### config.mk
export PLATFORM = sky130hd
export DESIGN_NAME = ps2_kbd_decoder_flat
export DESIGN_NICKNAME = d
export VERILOG_FILES = /design/src/rtl/ps2_kbd_pkg.sv /design/src/rtl/ps2_kbd_decoder_if.sv /design/src/rtl/ps2_evt_fifo.sv /design/src/rtl/ps2_kbd_decoder.sv /design/src/flat_wrapper.sv
export SDC_FILE = /design/constraint.sdc
export NUM_CORES = 1
export LEC_CHECK = 0
export CELL_PAD_IN_SITES_DETAIL_PLACEMENT = 1
export CELL_PAD_IN_SITES_GLOBAL_PLACEMENT = 1
export CORE_MARGIN = 3
export CORE_UTILIZATION = 44
export DETAILED_ROUTE_END_ITERATION = 12
export GPL_ROUTABILITY_DRIVEN = 0
export PLACE_DENSITY = 0.81
export SLEW_MARGIN = 40
export SYNTH_ARGS = -nofsm -noshare
export SYNTH_HDL_FRONTEND = slang
export SYNTH_SLANG_ARGS = --single-unit
### constraint.sdc
create_clock -name clk -period 2.9 [get_ports clk]
set_input_delay 0.58 -clock clk [delete_from_list [all_inputs] [get_ports clk]]
set_output_delay 0.58 -clock clk [all_outputs]
set_load 0.01 [all_outputs]
### src/rtl/ps2_kbd_pkg.sv
// Shared definitions for the PS/2 set-2 decoder: state encoding, prefix and response bytes, event layout.
package ps2_kbd_pkg;

    typedef enum logic [2:0] {
        ST_IDLE  = 3'd0,
        ST_E0    = 3'd1,
        ST_F0    = 3'd2,
        ST_E0F0  = 3'd3,
        ST_PAUSE = 3'd4
    } dec_state_t;

    localparam logic [7:0] PFX_E0 = 8'hE0;
    localparam logic [7:0] PFX_F0 = 8'hF0;
    localparam logic [7:0] PFX_E1 = 8'hE1;

    localparam logic [7:0] RSP_ACK      = 8'hFA;
    localparam logic [7:0] RSP_BAT_OK   = 8'hAA;
    localparam logic [7:0] RSP_BAT_ERR  = 8'hFC;
    localparam logic [7:0] RSP_BAT_ERR2 = 8'hFD;
    localparam logic [7:0] RSP_ECHO     = 8'hEE;
    localparam logic [7:0] RSP_RESEND   = 8'hFE;
    localparam logic [7:0] RSP_OVR_00   = 8'h00;
    localparam logic [7:0] RSP_OVR_FF   = 8'hFF;

    localparam int EV_W   = 10;
    localparam int EV_BRK = 9;
    localparam int EV_EXT = 8;

    // Bytes still to swallow after the leading E1 of a Pause sequence.
    localparam logic [2:0] PAUSE_SKIP = 3'd7;

    function automatic logic is_overrun(input logic [7:0] b);
        return (b == RSP_OVR_00) || (b == RSP_OVR_FF);
    endfunction

    function automatic logic is_resp(input logic [7:0] b);
        return (b == RSP_ACK) || (b == RSP_BAT_OK) || (b == RSP_BAT_ERR) ||
               (b == RSP_BAT_ERR2) || (b == RSP_ECHO) || (b == RSP_RESEND);
    endfunction

    function automatic logic [EV_W-1:0] mk_ev(input logic brk, input logic ext,
                                             input logic [7:0] code);
        logic [EV_W-1:0] v;
        v         = '0;
        v[EV_BRK] = brk;
        v[EV_EXT] = ext;
        v[7:0]    = code;
        return v;
    endfunction

endpackage

### src/rtl/ps2_kbd_decoder_if.sv
// Byte-in / event-out bundle of the decoder; master drives bytes and reads, slave is the decoder.
interface ps2_kbd_decoder_if #(
    parameter int FIFO_DEPTH = 8
);
    import ps2_kbd_pkg::*;

    logic [7:0]                    rx_data;
    logic                          rx_ack;
    logic                          rx_err;
    logic                          rd_en;
    logic                          clr;
    logic [EV_W-1:0]               ev_data;
    logic                          ev_empty;
    logic                          ev_full;
    logic [$clog2(FIFO_DEPTH):0]   ev_count;
    logic                          overflow;
    logic                          resp_valid;
    logic [7:0]                    resp_data;
    logic [7:0]                    err_cnt;
    logic [2:0]                    dec_state;

    modport master (
        output rx_data, rx_ack, rx_err, rd_en, clr,
        input  ev_data, ev_empty, ev_full, ev_count, overflow,
               resp_valid, resp_data, err_cnt, dec_state
    );

    modport slave (
        input  rx_data, rx_ack, rx_err, rd_en, clr,
        output ev_data, ev_empty, ev_full, ev_count, overflow,
               resp_valid, resp_data, err_cnt, dec_state
    );

endinterface

### src/rtl/ps2_evt_fifo.sv
// Show-ahead event FIFO: a push appears at dout on the same edge it is written, pops take one cycle.
// No backpressure: a push while full (no pop) is refused and reported on drop for the parent to latch.
module ps2_evt_fifo #(
    parameter int WIDTH = 10,
    parameter int DEPTH = 8
) (
    input  logic                       clk,
    input  logic                       rst_n,
    input  logic                       push,
    input  logic                       pop,
    input  logic [WIDTH-1:0]           din,
    output logic [WIDTH-1:0]           dout,
    output logic                       full,
    output logic                       empty,
    output logic [$clog2(DEPTH):0]     count,
    output logic                       drop
);
    localparam int AW = $clog2(DEPTH);
    localparam int CW = AW + 1;
    localparam logic [CW-1:0] FULL_CNT = CW'(DEPTH);

    logic [WIDTH-1:0] mem [DEPTH];
    logic [AW-1:0]    wr_ptr;
    logic [AW-1:0]    rd_ptr;
    logic [CW-1:0]    cnt;
    logic             do_pop;
    logic             do_push;

    assign empty   = (cnt == '0);
    assign full    = (cnt == FULL_CNT);
    assign do_pop  = pop && !empty;
    // A pop frees the slot in the same cycle, so a full FIFO still accepts the push.
    assign do_push = push && (!full || do_pop);
    assign drop    = push && full && !pop;
    assign dout    = mem[rd_ptr];
    assign count   = cnt;

    always_ff @(posedge clk or negedge rst_n) begin
        if (!rst_n) begin
            for (int i = 0; i < DEPTH; i++) mem[i] <= '0;
        end else if (do_push) begin
            mem[wr_ptr] <= din;
        end
    end

    always_ff @(posedge clk or negedge rst_n) begin
        if (!rst_n) begin
            wr_ptr <= '0;
            rd_ptr <= '0;
            cnt    <= '0;
        end else begin
            if (do_push) wr_ptr <= wr_ptr + AW'(1);
            if (do_pop)  rd_ptr <= rd_ptr + AW'(1);
            cnt <= cnt + CW'(do_push) - CW'(do_pop);
        end
    end

endmodule

### src/rtl/ps2_kbd_decoder.sv
// Set-2 scan-code decoder: byte in, event visible at the FIFO head one clk edge after rx_ack.
// No backpressure to the receiver; events arriving at a full FIFO are dropped and flagged on overflow.
module ps2_kbd_decoder
    import ps2_kbd_pkg::*;
#(
    parameter int CLK_FREQ   = 100,
    parameter int FIFO_DEPTH = 8,
    parameter int TIMEOUT_US = 2000
) (
    input  logic                 clk,
    input  logic                 rst_n,
    ps2_kbd_decoder_if.slave     bus
);
    localparam int TMO_CYC = TIMEOUT_US * CLK_FREQ;
    localparam int TMR_W   = $clog2(TMO_CYC + 1);
    localparam logic [TMR_W-1:0] TMR_LAST = TMR_W'(TMO_CYC - 1);

    dec_state_t       state;
    dec_state_t       state_n;
    logic [2:0]       skip;
    logic [2:0]       skip_n;
    logic [TMR_W-1:0] tmr;
    logic             push;
    logic [EV_W-1:0]  push_dat;
    logic             resp_hit;
    logic             resp_vld_q;
    logic [7:0]       resp_q;
    logic [7:0]       err_q;
    logic             ovf_q;
    logic             drop;
    logic [7:0]       b;

    assign b = bus.rx_data;

    always_comb begin
        state_n  = state;
        skip_n   = skip;
        push     = 1'b0;
        push_dat = '0;
        resp_hit = 1'b0;
        if (bus.rx_err) begin
            state_n = ST_IDLE;
        end else if (bus.rx_ack) begin
            if (is_overrun(b)) begin
                resp_hit = 1'b1;
                state_n  = ST_IDLE;
            end else begin
                case (state)
                    ST_IDLE: begin
                        if (b == PFX_E0) begin
                            state_n = ST_E0;
                        end else if (b == PFX_F0) begin
                            state_n = ST_F0;
                        end else if (b == PFX_E1) begin
                            state_n = ST_PAUSE;
                            skip_n  = PAUSE_SKIP;
                        end else if (is_resp(b)) begin
                            resp_hit = 1'b1;
                        end else begin
                            push     = 1'b1;
                            push_dat = mk_ev(1'b0, 1'b0, b);
                        end
                    end
                    ST_E0: begin
                        if (b == PFX_F0) begin
                            state_n = ST_E0F0;
                        end else begin
                            push     = 1'b1;
                            push_dat = mk_ev(1'b0, 1'b1, b);
                            state_n  = ST_IDLE;
                        end
                    end
                    ST_F0: begin
                        push     = 1'b1;
                        push_dat = mk_ev(1'b1, 1'b0, b);
                        state_n  = ST_IDLE;
                    end
                    ST_E0F0: begin
                        push     = 1'b1;
                        push_dat = mk_ev(1'b1, 1'b1, b);
                        state_n  = ST_IDLE;
                    end
                    ST_PAUSE: begin
                        // Pause has no break code; the whole 8-byte burst is one extended E1 make.
                        skip_n = skip - 3'd1;
                        if (skip == 3'd1) begin
                            push     = 1'b1;
                            push_dat = mk_ev(1'b0, 1'b1, PFX_E1);
                            state_n  = ST_IDLE;
                        end
                    end
                    default: state_n = ST_IDLE;
                endcase
            end
        end else if ((state != ST_IDLE) && (tmr == TMR_LAST)) begin
            state_n = ST_IDLE;
        end
    end

    always_ff @(posedge clk or negedge rst_n) begin
        if (!rst_n) begin
            state <= ST_IDLE;
            skip  <= '0;
        end else begin
            state <= state_n;
            skip  <= skip_n;
        end
    end

    // Inter-byte gap timer; only meaningful while a multi-byte sequence is open.
    always_ff @(posedge clk or negedge rst_n) begin
        if (!rst_n) begin
            tmr <= '0;
        end else if ((state == ST_IDLE) || bus.rx_ack || bus.rx_err) begin
            tmr <= '0;
        end else begin
            tmr <= tmr + TMR_W'(1);
        end
    end

    always_ff @(posedge clk or negedge rst_n) begin
        if (!rst_n) begin
            resp_vld_q <= 1'b0;
            resp_q     <= '0;
            err_q      <= '0;
            ovf_q      <= 1'b0;
        end else begin
            resp_vld_q <= resp_hit;
            if (resp_hit) resp_q <= b;
            // clr first, then the same-cycle error counts from zero.
            if (bus.clr) begin
                err_q <= {7'd0, bus.rx_err};
            end else if (bus.rx_err && (err_q != 8'hFF)) begin
                err_q <= err_q + 8'd1;
            end
            if (bus.clr) begin
                ovf_q <= drop;
            end else if (drop) begin
                ovf_q <= 1'b1;
            end
        end
    end

    ps2_evt_fifo #(
        .WIDTH (EV_W),
        .DEPTH (FIFO_DEPTH)
    ) u_fifo (
        .clk   (clk),
        .rst_n (rst_n),
        .push  (push),
        .pop   (bus.rd_en),
        .din   (push_dat),
        .dout  (bus.ev_data),
        .full  (bus.ev_full),
        .empty (bus.ev_empty),
        .count (bus.ev_count),
        .drop  (drop)
    );

    assign bus.overflow   = ovf_q;
    assign bus.resp_valid = resp_vld_q;
    assign bus.resp_data  = resp_q;
    assign bus.err_cnt    = err_q;
    assign bus.dec_state  = state;

endmodule
### src/flat_wrapper.sv
// flat-port wrapper written by rule: the top's interface ports become plain ports
module ps2_kbd_decoder_flat import ps2_kbd_pkg::*;
#(
    parameter int CLK_FREQ   = 100,
    parameter int FIFO_DEPTH = 8,
    parameter int TIMEOUT_US = 2000
)
  (clk, rst_n, bus_rx_data, bus_rx_ack, bus_rx_err, bus_rd_en, bus_clr, bus_ev_data, bus_ev_empty, bus_ev_full, bus_ev_count, bus_overflow, bus_resp_valid, bus_resp_data, bus_err_cnt, bus_dec_state);
  ps2_kbd_decoder_if #(.FIFO_DEPTH(FIFO_DEPTH)) bus_i ();
  input  logic clk;
  input  logic rst_n;
  input wire logic [$bits(bus_i.rx_data)-1:0] bus_rx_data;
  input wire logic [$bits(bus_i.rx_ack)-1:0] bus_rx_ack;
  input wire logic [$bits(bus_i.rx_err)-1:0] bus_rx_err;
  input wire logic [$bits(bus_i.rd_en)-1:0] bus_rd_en;
  input wire logic [$bits(bus_i.clr)-1:0] bus_clr;
  output wire logic [$bits(bus_i.ev_data)-1:0] bus_ev_data;
  output wire logic [$bits(bus_i.ev_empty)-1:0] bus_ev_empty;
  output wire logic [$bits(bus_i.ev_full)-1:0] bus_ev_full;
  output wire logic [$bits(bus_i.ev_count)-1:0] bus_ev_count;
  output wire logic [$bits(bus_i.overflow)-1:0] bus_overflow;
  output wire logic [$bits(bus_i.resp_valid)-1:0] bus_resp_valid;
  output wire logic [$bits(bus_i.resp_data)-1:0] bus_resp_data;
  output wire logic [$bits(bus_i.err_cnt)-1:0] bus_err_cnt;
  output wire logic [$bits(bus_i.dec_state)-1:0] bus_dec_state;
  assign bus_i.rx_data = bus_rx_data;
  assign bus_i.rx_ack = bus_rx_ack;
  assign bus_i.rx_err = bus_rx_err;
  assign bus_i.rd_en = bus_rd_en;
  assign bus_i.clr = bus_clr;
  assign bus_ev_data = bus_i.ev_data;
  assign bus_ev_empty = bus_i.ev_empty;
  assign bus_ev_full = bus_i.ev_full;
  assign bus_ev_count = bus_i.ev_count;
  assign bus_overflow = bus_i.overflow;
  assign bus_resp_valid = bus_i.resp_valid;
  assign bus_resp_data = bus_i.resp_data;
  assign bus_err_cnt = bus_i.err_cnt;
  assign bus_dec_state = bus_i.dec_state;
  ps2_kbd_decoder #(.CLK_FREQ(CLK_FREQ), .FIFO_DEPTH(FIFO_DEPTH), .TIMEOUT_US(TIMEOUT_US)) u_core (.clk(clk), .rst_n(rst_n), .bus(bus_i));
endmodule
---- Word level (Yosys, flattened, before mapping) ----
Cells that the tools add are included.
storage, ports and cells
  register bits after elaboration ......... 132
  bits in latches ......................... 0
  RAM bits ................................ 0
  ROM bits ................................ 0
  bits of input ports ..................... 14
  output and inout bits ................... 37
  memories ................................ 0
operators by class
  add/sub/neg operators ................... 7
  multipliers ............................. 0
  divide/modulo/power cells ............... 0
  magnitude comparators ................... 3
  eq/ne operators ......................... 23
  shifts and indexed selects .............. 0
  muxes and demuxes ....................... 53
  bitwise logic cells ..................... 4
  reductions and logical operators ........ 30
operator list
  kind                                                                     count
  10-bit 2-to-1 mux                                                        9
  80-bit bitwise mux                                                       1
  8-bit equality test, second input constant                               10
  10-bit case mux with 5 select lines                                      1
  3-bit 2-to-1 mux                                                         11
  10-bit binary-select mux with 3-bit select                               1
  10-bit demux with 3-bit select                                           1
  8-bit 2-to-1 mux                                                         3
  1-bit 2-to-1 mux                                                         19
  18-bit by 1-bit adder with 18-bit output, second input constant          1
  18-bit equality test, second input constant                              1
  18-bit 2-to-1 mux                                                        1
  9-bit 2-to-1 mux                                                         2
  1-bit logical OR                                                         9
  3-bit case mux with 3 select lines                                       1
  8-bit by 1-bit adder with 8-bit output, second input constant            1
  4-bit greater-or-equal comparator, second input constant                 2
  8-bit logical NOT                                                        1
  8-bit inequality test, second input constant                             1
  3-bit inverter with 4-bit output                                         2
  1-bit logical AND                                                        7
  7-bit by 3-bit inequality test with 1-bit output, second input constant  1
  7-bit AND reduction                                                      1
  3-bit by 1-bit adder with 3-bit output, second input constant            2
  22 further kinds                                                         31

---- Longest topological paths before layout ----
  depth in word-level cells ............... 18
  depth in mapped cells ................... 12
  gate-level depth less buffers ........... 12

---- Cells and area by module ----
Synthesis repeated with hierarchy kept, for this count alone.
unflattened totals
  cell total of the unflattened synthesis .. 516
  area, all modules ....................... 6646.4 um^2
modules (own cells, without submodules)
  module           times used  cells each  area an instance (um^2)
  ps2_evt_fifo     1           266         4275.4
  ps2_kbd_decoder  1           250         2371.0

---- Worst setup path after synthesis ----
No wires, ideal clock.
  kind .................................... input-to-reg
  start point ............................. input port bus_rx_data[0]
  end point ............................... register u_core.u_fifo.cnt[2] (netlist: u_core.u_fifo.count[2])
  library setup time ...................... 0.123 ns
  arrival ................................. 2.842 ns
  required time ........................... 2.777 ns
  path slack .............................. -0.064 ns
  cell stages on the path ................. 10
  buffers on the path ..................... 0
  cell sequence ........................... or4_4 o211a_4 nor3_4 and2_0 o21ai_0 o21ai_0 ha_1 inv_1 fa_1 xnor2_1
between the ends
  longest elaborated chain between the ends .. 17
RTL lines
  item                                             RTL line               RTL
  start: declaration                               flat_wrapper.sv:12     input wire logic [$bits(bus_i.rx_data)-1:0] bus_rx_data;
  8-bit equality test                              ps2_kbd_pkg.sv:37      return (b == RSP_ACK) || (b == RSP_BAT_OK) || (b == RSP_BAT_ERR) ||
  1-bit logical OR (3 in series)                   ps2_kbd_pkg.sv:37
  1-bit logical OR (2 in series)                   ps2_kbd_pkg.sv:38      (b == RSP_BAT_ERR2) || (b == RSP_ECHO) || (b == RSP_RESEND);
  1-bit 2-to-1 mux                                 ps2_kbd_decoder.sv:57  end else if (is_resp(b)) begin
  1-bit 2-to-1 mux                                 ps2_kbd_decoder.sv:54  end else if (b == PFX_E1) begin
  1-bit 2-to-1 mux                                 ps2_kbd_decoder.sv:52  end else if (b == PFX_F0) begin
  1-bit 2-to-1 mux                                 ps2_kbd_decoder.sv:50  if (b == PFX_E0) begin
  1-bit case mux with 4 select lines               ps2_kbd_decoder.sv:48  case (state)
  1-bit 2-to-1 mux (*)                             ps2_kbd_decoder.sv:44  if (is_overrun(b)) begin
  1-bit 2-to-1 mux (*)                             ps2_kbd_decoder.sv:43  end else if (bus.rx_ack) begin
  1-bit 2-to-1 mux (*)                             ps2_kbd_decoder.sv:41  if (bus.rx_err) begin
  1-bit logical AND (*)                            ps2_evt_fifo.sv:33     assign do_push = push && (!full || do_pop);
  4-bit by 1-bit adder with 4-bit output (*)       ps2_evt_fifo.sv:54     cnt <= cnt + CW'(do_push) - CW'(do_pop);
  4-bit by 1-bit subtractor with 4-bit output (*)  ps2_evt_fifo.sv:54
  end signal: assignment                           ps2_evt_fifo.sv:54
  end: declaration                                 ps2_evt_fifo.sv:25     logic [CW-1:0] cnt;
Every way passes the cells marked *; elsewhere a longest branch is shown, timed or not.
A chain may end at the register's enable or synchronous reset.

---- Worst setup path in the final report ----
  start point ............................. input port bus_rx_data[1]
  end point ............................... register u_core.u_fifo.cnt[1] (netlist: u_core.u_fifo.count[1])
The elaborated chain is that of the path after synthesis.

==> impl_metrics.tcl <==
set metrics [dict create \
    first_global_vias 5089 \
    synth_edf_count 0 \
    hold_viol_final 0 \
    cts.sinks 132 \
    cap_violations 0 \
    portBuffers 50 \
    wl_per_cell_um 21.9 \
    setup_viol 0 \
    drv_slew 0 \
    cp.required_ns 3.22 \
    synth_ff_type "dfrtp_1" \
    area_growth_pct 25.1 \
    overflow 0 \
    mappedNetlistArea_mm2 0.00681 \
    antenna_found_initial 0 \
    dieArea_mm2 0.0170 \
    relSlewSlack_pct 52.5 \
    final_common_cell "dfrtp_1" \
    vdd_ir_drop_max_uv 479 \
    layout_common_cells "dfrtp_1 (131), mux2_4 (80), buf_4 (41), nor2_1 (40), clkdlybuf4s50_1 (35)" \
    hp-class "input pin to asynchronous set/reset pin" \
    cts_tree "done" \
    grt_util_all_layers_pct 21.7 \
    min_period_ns 2.84 \
    worstMarginPinSlew_ns 0.711 \
    place_inst 763 \
    cts_buffers 17 \
    die_height_um 130 \
    design_area_mm2 0.00852 \
    first_pass_iters 4 \
    endpoint_kind "flip-flop" \
    max_stage_delay_ns 0.53 \
    ys_types 56 \
    syn_avg_cell_area_um2 13.6 \
    path_max_fanout 7 \
    worstSkewPairLatency_ns 0.42 \
    syn_inst 502 \
    yosysWarningCount 0 \
    diodes 0 \
    fin_ws_ns 0.0621 \
    drc 0 \
    cp.arrival_ns 3.15 \
    worstSetupStartpointType "input pin" \
    yosysSeqAreaShare_pct 48.5 \
    pre_cts_ws_ns -0.464 \
    fmax_mhz 352 \
    cts.reportedPaths.clkPinSlew_ns 0.06 \
    path_class "input pin to flip-flop" \
    report.power.total_mw 7.03 \
    grt_max_degree 88 \
    synthesis.nets 528 \
    nets 625 \
    core_area_mm2 0.0149 \
    routed_wirelength_um 17400 \
    grt_pass1_wl_um 28000 \
    fin_crit_sh_pct 97.9 \
    ios 51 \
    htree_num_levels 4 \
    synth-async-reset-ratio_pct 100 \
    pwr_density_cell_mw_per_mm2 825 \
    ys_ff_latch 132 \
    rows 44 \
    drive_gt1_share_pct 35.7 \
    path_common_cell "inv_1" \
    start_util_pct 45.8 \
    ant_nets 0 \
    die_w_um 130 \
    via_count 4427 \
    leakage_nw 3.90 \
    slowest_stage "clkdlybuf4s50_1" \
    viasPerCell 5.57 \
    dp_hpwl_um 11600 \
    fin_skew_ns 0.00851 \
    fill_cells 1466 \
    placement.cell_area_mm2 0.00788 \
    crit_chain "clkdlybuf4s50_1, buf_6, nor3_1, a31oi_4, o211ai_4, and2_4, or3_1, o21ai_2, ha_2, inv_1, fa_2, inv_1" \
    status "finished clean" \
    stdcell_count 795 \
    drt_iter0_markers 168 \
    clockRootBuffer "clkbuf_16" \
    cts_buffer_depth 2 \
]
routing by layer:
| layer | track usage, % | up-vias | part of all wire [%] |
|---|---|---|---|
| met5 | 0 | - | 0 |
| met2 | 38.6 | 82 | 53 |
| met4 | 6.78 | 0 | 1.9 |
| met3 | 5.33 | 30 | 3.1 |
| met1 | 26.2 | 2315 | 41 |
| li1 | - | 2000 | - |
where the power goes:
part	leakage [nW]	total [mW]	switching (mW)	internal [mW]
Sequential	1.78	2.68	0.379	2.30
Combinational	1.86	2.25	0.892	1.36
Clock	0.268	2.09	0.808	1.28
Total	3.90	7.03	2.08	4.95
repair_timing:
| item | CTS | global route |
|---|---|---|
| resized for setup | 13 | 16 |
| setup buffers | 0 | 1 |
| setup endpoints to repair | 12 | 81 |
| endpoints found under the hold margin | 0 | 0 |
| hold buffers | 0 | 0 |
| pin swaps | 0 | 5 |
stage by stage:
| stage | util (%) | hold slack, ns | TNS [ns] |
|---|---|---|---|
| floorplan | - | 0.284 | 0 |
| global placement | 53.0 | 0.482 | -17.23 |
| detailed placement | 53.0 | 0.491 | -25.20 |
| CTS | 56.8 | 0.106 | -0.0303 |
| global route | 57.3 | 0.136 | -0.0215 |
| finish | 57.3 | 0.116 | 0 |
final cells by class:
type                            count  area (um2)  area share [%]
Multi-Input combinational cell    334        3380            39.6
Sequential cell                   132        3300            38.8
Timing Repair Buffer              101         998            11.7
Clock buffer                       23         458            5.38
Tap cell                          184         230            2.70
Clock inverter                      8         103            1.20
Inverter                           13        48.8           0.573
synth_stat cells (2+ instances only):
master	number	area share (%)
dfrtp_1	132	48
mux2_4	80	18
nor2_1	40	2.2
nand2_1	23	1.3
mux4_2	20	6.6
mux2_2	19	3.1
xor2_1	16	2.1
o21ai_0	14	1.0
inv_1	13	0.72
nand3_1	13	0.96
and3_1	11	1.0
ha_1	11	2.0
xnor2_1	10	1.3
a21oi_1	9	0.66
clkbuf_1	9	0.50
buf_6	8	1.3
nor3_1	7	0.51
buf_1	5	0.28
nand4_1	5	0.46
nor2b_1	5	0.46
and3b_1	4	0.51
a211oi_1	3	0.33
nand2b_1	3	0.28
or3_1	3	0.28
a2111oi_2	2	0.44
a21o_1	2	0.22
a22o_1	2	0.26
nor3b_2	2	0.37
nor4_1	2	0.18
o21a_1	2	0.22
o22a_1	2	0.26
worst max-delay path, delay by kind of cell:
| kind | cells | cell delay (ns) |
|---|---|---|
| buffers and inverters | 4 | 0.77 |
| adder cells (fa/ha/maj) | 2 | 0.70 |
| AND/OR/NAND/NOR | 3 | 0.64 |
| AO/OA/AOI/OAI | 3 | 0.45 |
logic make-up after synthesis:
kind of cell	after synthesis	synth area share [%]
AOI/OAI and AO/OA	45	5.16
xor gates and xnor gates	26	3.34
adders and majority gates	12	2.31
buffers and inverters	36	2.92
DFF	132	48.5
muxes	120	27.5
and+or+nand+nor	131	10.2
state kept, by name, summed over array words and instances, names as in the netlist:
signal	cells
u_core.u_fifo.mem	80
u_core.tmr	18
u_core.bus.err_cnt	8
u_core.bus.resp_data	8
u_core.u_fifo.count	4
u_core.bus.dec_state	3
u_core.skip	3
u_core.u_fifo.rd_ptr	3
u_core.u_fifo.wr_ptr	3
u_core.bus.overflow	1
u_core.bus.resp_valid	1
path summary, 6_finish.rpt:
kind	slack [ns]	cells past startpoint	end	startpoint
setup / recovery	0.06	12	u_core.u_fifo.count[1]	bus_rx_data[1]
hold / removal	0.12	1	u_core.u_fifo.mem[31]	rst_n
setup reg to reg	0.10	10	u_core.u_fifo.count[1]	u_core.bus.dec_state[2]
hold reg to reg	0.51	1	u_core.skip[0]	u_core.skip[0]
max in group asynchronous	1.97	2	u_core.tmr[11]	rst_n
min in group clk	0.51	1	u_core.skip[0]	u_core.skip[0]
No activity file was read; power rests on OpenSTA's default activity.
